`src/rtl/teclado_pkg.sv`:
```
// rtl/teclado_pkg.sv - key codes, FSM state encoding and defaults for numeric entry
package teclado_pkg;

    localparam int N_DIGITOS_DEF = 4;
    localparam int ANCHO_BIN_DEF = 14;

    localparam logic [3:0] TECLA_ENTER   = 4'hA;
    localparam logic [3:0] TECLA_BORRAR  = 4'hB;
    localparam logic [3:0] TECLA_LIMPIAR = 4'hC;
    localparam logic [3:0] DIGITO_MAX    = 4'h9;

    typedef enum logic [1:0] {
        EDITANDO     = 2'd0,
        CONVIRTIENDO = 2'd1,
        LISTO        = 2'd2
    } estado_t;

endpackage

```
`src/rtl/entrada_numero_if.sv`:
```
// rtl/entrada_numero_if.sv - key input and entry/result outputs of the numeric entry block
interface entrada_numero_if #(
    parameter int N_DIGITOS = 4,
    parameter int ANCHO_BIN = 14
);
    logic [4:0]             digito;
    logic [4*N_DIGITOS-1:0] bcd;
    logic [2:0]             n_dig;
    logic                   ocupado;
    logic [ANCHO_BIN-1:0]   numero;
    logic                   numero_valido;
    logic                   error;

    modport master (
        output digito,
        input  bcd, n_dig, ocupado, numero, numero_valido, error
    );

    modport slave (
        input  digito,
        output bcd, n_dig, ocupado, numero, numero_valido, error
    );
endinterface

```
`src/rtl/conversor_bcd_bin.sv`:
```
// rtl/conversor_bcd_bin.sv - fixed-latency BCD to binary converter, MSB digit first
module conversor_bcd_bin #(
    parameter int N_DIGITOS = 4,
    parameter int ANCHO_BIN = 14
) (
    input  logic                   clk,
    input  logic                   rst,
    input  logic                   start,
    input  logic [4*N_DIGITOS-1:0] bcd,
    output logic                   done,
    output logic [ANCHO_BIN-1:0]   acc
);
    localparam int IW = (N_DIGITOS > 1) ? $clog2(N_DIGITOS) : 1;

    logic          busy;
    logic [IW-1:0] idx;
    logic [3:0]    dig;
    logic [ANCHO_BIN+3:0] ext;
    logic [ANCHO_BIN+3:0] prod;
    logic [ANCHO_BIN-1:0] siguiente;

    // Select the digit under the index and form acc*10 + digit with shifts.
    always_comb begin
        dig = 4'h0;
        for (int i = 0; i < N_DIGITOS; i++) begin
            if (idx == IW'(i)) dig = bcd[4*i +: 4];
        end
        ext       = {4'h0, acc};
        prod      = (ext << 3) + (ext << 1) + {{ANCHO_BIN{1'b0}}, dig};
        siguiente = ANCHO_BIN'(prod);
    end

    // Last step is the cycle where the index reaches digit 0.
    assign done = busy && (idx == '0);

    // Walk all N digits every time; unused upper nibbles are zero, so latency is constant.
    always_ff @(posedge clk) begin
        if (rst) begin
            busy <= 1'b0;
            idx  <= '0;
            acc  <= '0;
        end else if (start) begin
            busy <= 1'b1;
            idx  <= IW'(N_DIGITOS - 1);
            acc  <= '0;
        end else if (busy) begin
            acc <= siguiente;
            if (idx == '0) busy <= 1'b0;
            else           idx  <= idx - 1'b1;
        end
    end
endmodule

```
`src/rtl/entrada_numero.sv`:
```
// rtl/entrada_numero.sv - keypad digit entry buffer with backspace/clear and conversion on ENTER
module entrada_numero
    import teclado_pkg::*;
#(
    parameter int N_DIGITOS = N_DIGITOS_DEF,
    parameter int ANCHO_BIN = ANCHO_BIN_DEF
) (
    input  logic             clk,
    input  logic             rst,
    entrada_numero_if.slave  bus
);
    localparam int AB = 4 * N_DIGITOS;

    estado_t              estado;
    logic [AB-1:0]        bcd;
    logic [2:0]           n_dig;
    logic                 ocupado;
    logic [ANCHO_BIN-1:0] numero;
    logic                 numero_valido;
    logic                 error;

    logic                 strobe;
    logic [3:0]           codigo;
    logic                 conv_start;
    logic                 conv_done;
    logic [ANCHO_BIN-1:0] conv_acc;

    assign strobe = bus.digito[4];
    assign codigo = bus.digito[3:0];

    // Conversion launches on the same edge the FSM leaves EDITANDO.
    assign conv_start = (estado == EDITANDO) && strobe &&
                        (codigo == TECLA_ENTER) && (n_dig != 3'd0);

    conversor_bcd_bin #(
        .N_DIGITOS (N_DIGITOS),
        .ANCHO_BIN (ANCHO_BIN)
    ) u_conversor (
        .clk   (clk),
        .rst   (rst),
        .start (conv_start),
        .bcd   (bcd),
        .done  (conv_done),
        .acc   (conv_acc)
    );

    // Entry FSM: edit buffer, wait for converter, publish result and clear.
    always_ff @(posedge clk) begin
        if (rst) begin
            estado        <= EDITANDO;
            bcd           <= '0;
            n_dig         <= 3'd0;
            ocupado       <= 1'b0;
            numero        <= '0;
            numero_valido <= 1'b0;
            error         <= 1'b0;
        end else begin
            numero_valido <= 1'b0;
            error         <= 1'b0;
            case (estado)
                EDITANDO: begin
                    if (strobe) begin
                        if (codigo <= DIGITO_MAX) begin
                            if (n_dig < 3'(N_DIGITOS)) begin
                                bcd   <= (bcd << 4) | AB'(codigo);
                                n_dig <= n_dig + 3'd1;
                            end else begin
                                error <= 1'b1;
                            end
                        end else if (codigo == TECLA_BORRAR) begin
                            if (n_dig != 3'd0) begin
                                bcd   <= bcd >> 4;
                                n_dig <= n_dig - 3'd1;
                            end
                        end else if (codigo == TECLA_LIMPIAR) begin
                            bcd   <= '0;
                            n_dig <= 3'd0;
                        end else if (codigo == TECLA_ENTER) begin
                            if (n_dig != 3'd0) begin
                                estado  <= CONVIRTIENDO;
                                ocupado <= 1'b1;
                            end else begin
                                error <= 1'b1;
                            end
                        end
                    end
                end
                CONVIRTIENDO: begin
                    if (strobe) error <= 1'b1;
                    if (conv_done) begin
                        estado  <= LISTO;
                        ocupado <= 1'b0;
                    end
                end
                LISTO: begin
                    numero        <= conv_acc;
                    numero_valido <= 1'b1;
                    bcd           <= '0;
                    n_dig         <= 3'd0;
                    estado        <= EDITANDO;
                end
                default: estado <= EDITANDO;
            endcase
        end
    end

    assign bus.bcd           = bcd;
    assign bus.n_dig         = n_dig;
    assign bus.ocupado       = ocupado;
    assign bus.numero        = numero;
    assign bus.numero_valido = numero_valido;
    assign bus.error         = error;
endmodule

```
`src/flat_wrapper.sv`:
```
// flat-port wrapper written by rule: the top's interface ports become plain ports
module entrada_numero_flat import teclado_pkg::*;
#(
    parameter int N_DIGITOS = N_DIGITOS_DEF,
    parameter int ANCHO_BIN = ANCHO_BIN_DEF
)
  (clk, rst, bus_digito, bus_bcd, bus_n_dig, bus_ocupado, bus_numero, bus_numero_valido, bus_error);
  entrada_numero_if #(.N_DIGITOS(N_DIGITOS), .ANCHO_BIN(ANCHO_BIN)) bus_i ();
  input  logic clk;
  input  logic rst;
  input wire logic [$bits(bus_i.digito)-1:0] bus_digito;
  output wire logic [$bits(bus_i.bcd)-1:0] bus_bcd;
  output wire logic [$bits(bus_i.n_dig)-1:0] bus_n_dig;
  output wire logic [$bits(bus_i.ocupado)-1:0] bus_ocupado;
  output wire logic [$bits(bus_i.numero)-1:0] bus_numero;
  output wire logic [$bits(bus_i.numero_valido)-1:0] bus_numero_valido;
  output wire logic [$bits(bus_i.error)-1:0] bus_error;
  assign bus_i.digito = bus_digito;
  assign bus_bcd = bus_i.bcd;
  assign bus_n_dig = bus_i.n_dig;
  assign bus_ocupado = bus_i.ocupado;
  assign bus_numero = bus_i.numero;
  assign bus_numero_valido = bus_i.numero_valido;
  assign bus_error = bus_i.error;
  entrada_numero #(.N_DIGITOS(N_DIGITOS), .ANCHO_BIN(ANCHO_BIN)) u_core (.clk(clk), .rst(rst), .bus(bus_i));
endmodule
```
`config.mk`:
```
export PLATFORM = sky130hd
export DESIGN_NAME = entrada_numero_flat
export DESIGN_NICKNAME = d
export VERILOG_FILES = /design/src/rtl/teclado_pkg.sv /design/src/rtl/entrada_numero_if.sv /design/src/rtl/conversor_bcd_bin.sv /design/src/rtl/entrada_numero.sv /design/src/flat_wrapper.sv
export SDC_FILE = /design/constraint.sdc
export NUM_CORES = 1
export LEC_CHECK = 0
export CAP_MARGIN = 20
export CORE_MARGIN = 1.5
export CORE_UTILIZATION = 55
export CTS_CLUSTER_SIZE = 25
export DETAILED_ROUTE_END_ITERATION = 7
export PLACE_DENSITY = 0.85
export SETUP_SLACK_MARGIN = 0.2
export SYNTH_ARGS = -nofsm -noshare
export SYNTH_HDL_FRONTEND = slang
export SYNTH_SLANG_ARGS = --single-unit
export TNS_END_PERCENT = 1
```
`constraint.sdc`:
```
create_clock -name clk -period 4.15 [get_ports clk]
set_input_delay 1.245 -clock clk [delete_from_list [all_inputs] [get_ports clk]]
set_output_delay 1.245 -clock clk [all_outputs]
set_load 0.02 [all_outputs]
```
# Yosys cells after proc, flatten, opt, wreduce, memory -nomap -nowiden
# Index checks and enable logic that the tools add are counted.
word_totals:
  reg_bits: 55
  latchBits: 0
  mem_bits_rw: 0
  romBits: 0
  inputBits: 7
  out_inout_bits: 36
  wordCells: 102
  mem_count: 0
op_classes:
  addsub: 5
  multipliers: 0
  n_div: 0
  magnitude_cmp: 2
  eq_ne: 19
  shifts: 0
  muxes: 50
  n_bitwise: 1
  reduce_logical: 15
op_table:
  columns: ["op", "n"]
  rows:
  - ["$mux 16", 6]
  - ["$pmux 16 s2", 1]
  - ["$mux 2", 10]
  - ["$mux 1", 19]
  - ["$mux 3", 6]
  - ["$mux 4", 4]
  - ["$or 16x4->16", 1]
  - ["$add 14x14->14", 1]
  - ["$add 14x4->14", 1]
  - ["$eq 4x4->1 const B", 3]
  - ["$ne 2x2->1 const B", 6]
  - ["$ne 4x4->1 const B", 2]
  - ["$reduce_and 8->1", 1]
  - ["$reduce_and 7->1", 1]
  - ["$eq 2x2->1 const B", 3]
  - ["$pmux 3 s2", 1]
  - ["$reduce_bool 2->1", 3]
  - ["$reduce_and 5->1", 1]
  - ["$eq 2x1->1 const B", 2]
  - ["$le 4x4->1 const B", 1]
  - ["$logic_and 1x1->1", 4]
  - ["$logic_not 2->1", 2]
  - ["$ne 2x1->1 const B", 2]
  - ["$pmux 1 s2", 2]
  - ["other kinds (9)", 9]

# Longest topological paths before layout
depth:
  depth_word: 8
  depth_mapped: 15
  mapped_depth_nobuf: 15

# By module
# A second synthesis with hierarchy kept.
unflattened:
  hier_cells: 358
  area_unflattened_um2: 3126.7
modules_own_cells:
  columns: ["module", "n_inst", "cells_per_inst", "area_each_um2"]
  rows:
  - ["entrada_numero", 1, 186, 1652.8]
  - ["conversor_bcd_bin", 1, 172, 1473.9]

# Worst setup path after synthesis
# Ideal clock, no wire load.
synth_timing:
  path_kind: "register to register"
  startpoint: "reg u_core.u_conversor.idx[1]"
  endpoint: "reg u_core.u_conversor.acc[13]"
  setup_time_ns: 0.062
  t_arrival_ns: 2.968
  setup_slack_ns: 1.120
  path_stages_with_launch: 16
  path_buffers: 0
  cell_sequence: "dfxtp_1 -> inv_1 -> ha_1 -> nand3b_1 -> a21oi_1 -> a21oi_1 -> nor2_1 -> a21oi_1 -> fa_1 -> inv_1 -> ha_1 -> a21o_1 -> nand4_1 -> a21oi_1 -> or4b_1 -> nand3_1"
synth_between:
  elab_chain_cells: 6
synth_rtl:
  columns: ["item", "line", "text"]
  rows:
  - ["start, declared", "conversor_bcd_bin.sv:16", "logic [IW-1:0] idx;"]
  - ["start signal, assigned", "conversor_bcd_bin.sv:44", "idx <= IW'(N_DIGITOS - 1);"]
  - ["start signal, assigned", "conversor_bcd_bin.sv:49", "else idx <= idx - 1'b1;"]
  - ["$logic_not 2->1", "conversor_bcd_bin.sv:26", "if (idx == IW'(i)) dig = bcd[4*i +: 4];"]
  - ["$mux 4 (3 in series)", "conversor_bcd_bin.sv:26", null]
  - ["$mux 4 *", "conversor_bcd_bin.sv:26", null]
  - ["$add 14x4->14 *", "conversor_bcd_bin.sv:29", "prod = (ext << 3) + (ext << 1) + {{ANCHO_BIN{1'b0}}, dig};"]
  - ["end signal, assigned", "conversor_bcd_bin.sv:47", "acc <= siguiente;"]
  - ["end, declared", "conversor_bcd_bin.sv:11", "output logic [ANCHO_BIN-1:0] acc"]
# Every way passes the cells marked *; elsewhere a longest branch is shown, timed or not.
# A chain may end at the register's enable or synchronous reset.

# Worst setup path after layout
# Same ends and word-level chain as after synthesis.

==> results.yml <==
outcome:
  status: "completed"
setup_path:
  worst-setup-path-type: "reg2reg"
  cp.arrival_ns: 3.62
  required_ns: 4.40
  timing.rr.start: "u_core.u_conversor.idx[1]$_SDFFE_PP0P_"
  critPathMaxFanout: 8
  startpoint_type: "register"
  crit_start: "u_core.u_conversor.idx[1]$_SDFFE_PP0P_"
  endpoint_kind: "register"
global_routing:
  met3_usage: 0.0400
  grtUsageMet2: 0.428
  top_usage_layer: "met2"
  grt_pass1_wl_um: 13200
  grt_pass1_vias: 2699
  antenna_found_initial: 0
  grtUsageMet1: 0.369
  grt_overflow_total: 0
  grt_start_max_net_pins: 32
  grt_usage: 0.265
cts:
  cts_tree: "yes"
  cts_resized: 0
  cts_inserted_buffers: 5
  clk_pin_slew_ns: 0.10
  clk_latency_ns: 0.31
  clockBufferDepth: 2
  cts-root-buf: "clkbuf_8"
  cts_setup_buffers: 0
  htree_levels: 2
  clock_sinks: 55
  hold_buffers: 0
timing:
  whs_ns: 0.458
  finalHoldViolations: 0
  clock_skew_ns: 0.00754
  period_share: 0.811
  fin_tns_setup_ns: 0
  worst_pin_slew_ns: 1.01
  final.min_clock_period_ns: 3.37
  setup_viol: 0
  fin_ws_ns: 0.783
  relSlewSlack: 0.328
  max_freq_mhz: 297
  final_max_slew_viol_count: 0
  rsz0062_at_grt: "false"
power:
  finalPower_w: 0.00102
  powerDensity_mw_per_mm2: 271
  p_leak_nw: 1.45
  ir_worst_vdd_mv: 0.167
layout:
  syn2layout_area_growth_pct: 15.9
  diodes: 0
  final_layout_size_suffix_gt1_frac: 0.0533
  post-route-util: 0.671
  fin_nets: 451
detailed_routing:
  drc: 0
  vias: 2939
  wl_um: 7990
  viasPerCell: 6.06
  drt_iter0_markers: 269
  dr.pass1.iters: 5
  ant_nets: 0
  wl_per_cell_um: 16.5
die:
  die_area_mm2: 0.00638
  dieWidth_um: 79.9
  ios: 43
  fp.dieH_um: 79.9
  core_mm2: 0.00561
  start_util: 0.579
  rows: 27
flow_run:
  cap_violations: 0
worst_hold_path:
  hold_class: "reg2reg"
  hold_start: "u_core.bus.numero[4]$_SDFFE_PP0P_"
synth:
  syn-num-nets: 420
  syn_inst: 382
  synth_edf_count: 0
  avgSynthCellArea_um2: 8.50
  synth-seq-cells: 55
  ys_warn_count: 0
  ys_seq_area_frac: 0.339
  synth_area_mm2: 0.00325
  async_flop_share: 0
  ys_types: 54
  synthFlopType: "dfxtp_1"
placed_design:
  dp_hpwl_um: 5770
  place_ws_ns: 0.794
  gp_congestion: 0.877
  io_buffer_count: 42
layout make-up:
class / count / area [um2]
Clock inverter: 1 / 5.00
Sequential cell: 55 / 1100
Clock buffer: 6 / 82.6
Timing Repair Buffer: 46 / 450
Fill cell: 478 / 1840
Inverter: 21 / 78.8
Tap cell: 72 / 90.1
Multi-Input combinational cell: 284 / 1960
kinds of logic (layout without fill, tap and decap cells):
logic type | Yosys count | in the layout | synth area share
fa+ha+maj | 31 | 31 | 0.124
simple gates | 112 | 112 | 0.186
xor+xnor | 6 | 6 | 0.0162
compound gates | 125 | 125 | 0.245
mux | 10 | 10 | 0.0308
flops | 55 | 55 | 0.339
buf+inv | 43 | 74 | 0.0586
registers in the layout, summed over array words and instances (netlist names):
signal / flops
u_core.bus.numero: 14
u_core.bus.ocupado: 1
u_core.bus.error: 1
u_core.u_conversor.idx: 2
u_core.estado: 2
u_core.bus.n_dig: 3
u_core.u_conversor.acc: 14
u_core.bus.numero_valido: 1
u_core.bus.bcd: 16
u_core.u_conversor.busy: 1
layer usage:
layer | wire length [um] | vias to the layer above | share of wire
li1 | - | 1444 | -
met1 | 3640 | 1377 | 0.45
met2 | 3760 | 106 | 0.47
met3 | 497 | 12 | 0.062
met4 | 104 | 0 | 0.013
met5 | 0 | - | 0
path summary, 6_finish.rpt:
kind	end	slack, ns	cells past startpoint
worst max-delay path	u_core.u_conversor.acc[13]$_SDFFE_PP0P_	0.78	15
worst max register to register	u_core.u_conversor.acc[13]$_SDFFE_PP0P_	0.78	15
worst min-delay path	u_core.bus.numero[4]$_SDFFE_PP0P_	0.46	2
worst min register to register	u_core.bus.numero[4]$_SDFFE_PP0P_	0.46	2
cells in the final DEF (no fill, tap or decap), types with 2 or more instances in the layout:
cell / instances
a211oi_1: 14
a22oi_1: 5
inv_1: 21
o2111ai_1: 6
nand3b_1: 12
xnor2_1: 5
fa_1: 2
nand2_1: 39
ha_1: 29
nand4_1: 8
nor3_1: 2
and3_1: 4
a21o_1: 7
nor2_1: 11
o211a_1: 2
or3_1: 4
nand2b_1: 4
and2_1: 2
a21oi_1: 58
nor2b_1: 5
mux2i_1: 10
buf_4: 4
o21bai_1: 2
clkbuf_8: 6
nand3_1: 13
clkdlybuf4s50_1: 42
dfxtp_1: 55
o21ai_0: 16
worst max-delay path, stage by stage, from the launching register on:
cell	delay [ns]
dfxtp_1	0.39
inv_1	0.08
ha_1	0.26
nand3b_1	0.19
a21oi_1	0.15
a21oi_1	0.06
nor2_1	0.09
a21oi_1	0.06
fa_1	0.54
inv_1	0.06
ha_1	0.29
a21o_1	0.19
nand4_1	0.17
a21oi_1	0.12
or4b_1	0.54
nand3_1	0.10
metrics by stage:
step                cell area [um2]  instances
floorplan                      3250        382
global placement               3680        478
detailed placement             3680        478
CTS                            3760        485
global route                   3760        485
finish                         3760        485
power breakdown:
group | internal [W] | switching, W
sequential | 0.000541 | 0.0000199
combinational | 0.0000639 | 0.0000930
clock | 0.000131 | 0.000172
Yosys cell counts (all sizes together), types with 2 or more instances:
cell	instances	share of area
a21oi	59	0.092
dfxtp	55	0.34
nand2	40	0.047
ha	29	0.11
inv	21	0.024
o21ai	17	0.030
a211oi	14	0.032
nand3	13	0.020
nand3b	12	0.028
nor2	12	0.016
buf	11	0.022
clkbuf	11	0.013
mux2i	10	0.031
nand4	9	0.019
a21o	7	0.016
o2111ai	6	0.016
a22oi	5	0.012
nand2b	5	0.010
nor2b	5	0.0096
xnor2	5	0.013
and3	4	0.0077
or3	4	0.0077
a21boi	2	0.0046
and2	2	0.0039
fa	2	0.012
nor3	2	0.0031
o211a	2	0.0062
o211ai	2	0.0062
o21bai	2	0.0046
(Power assumes the default switching activity.)
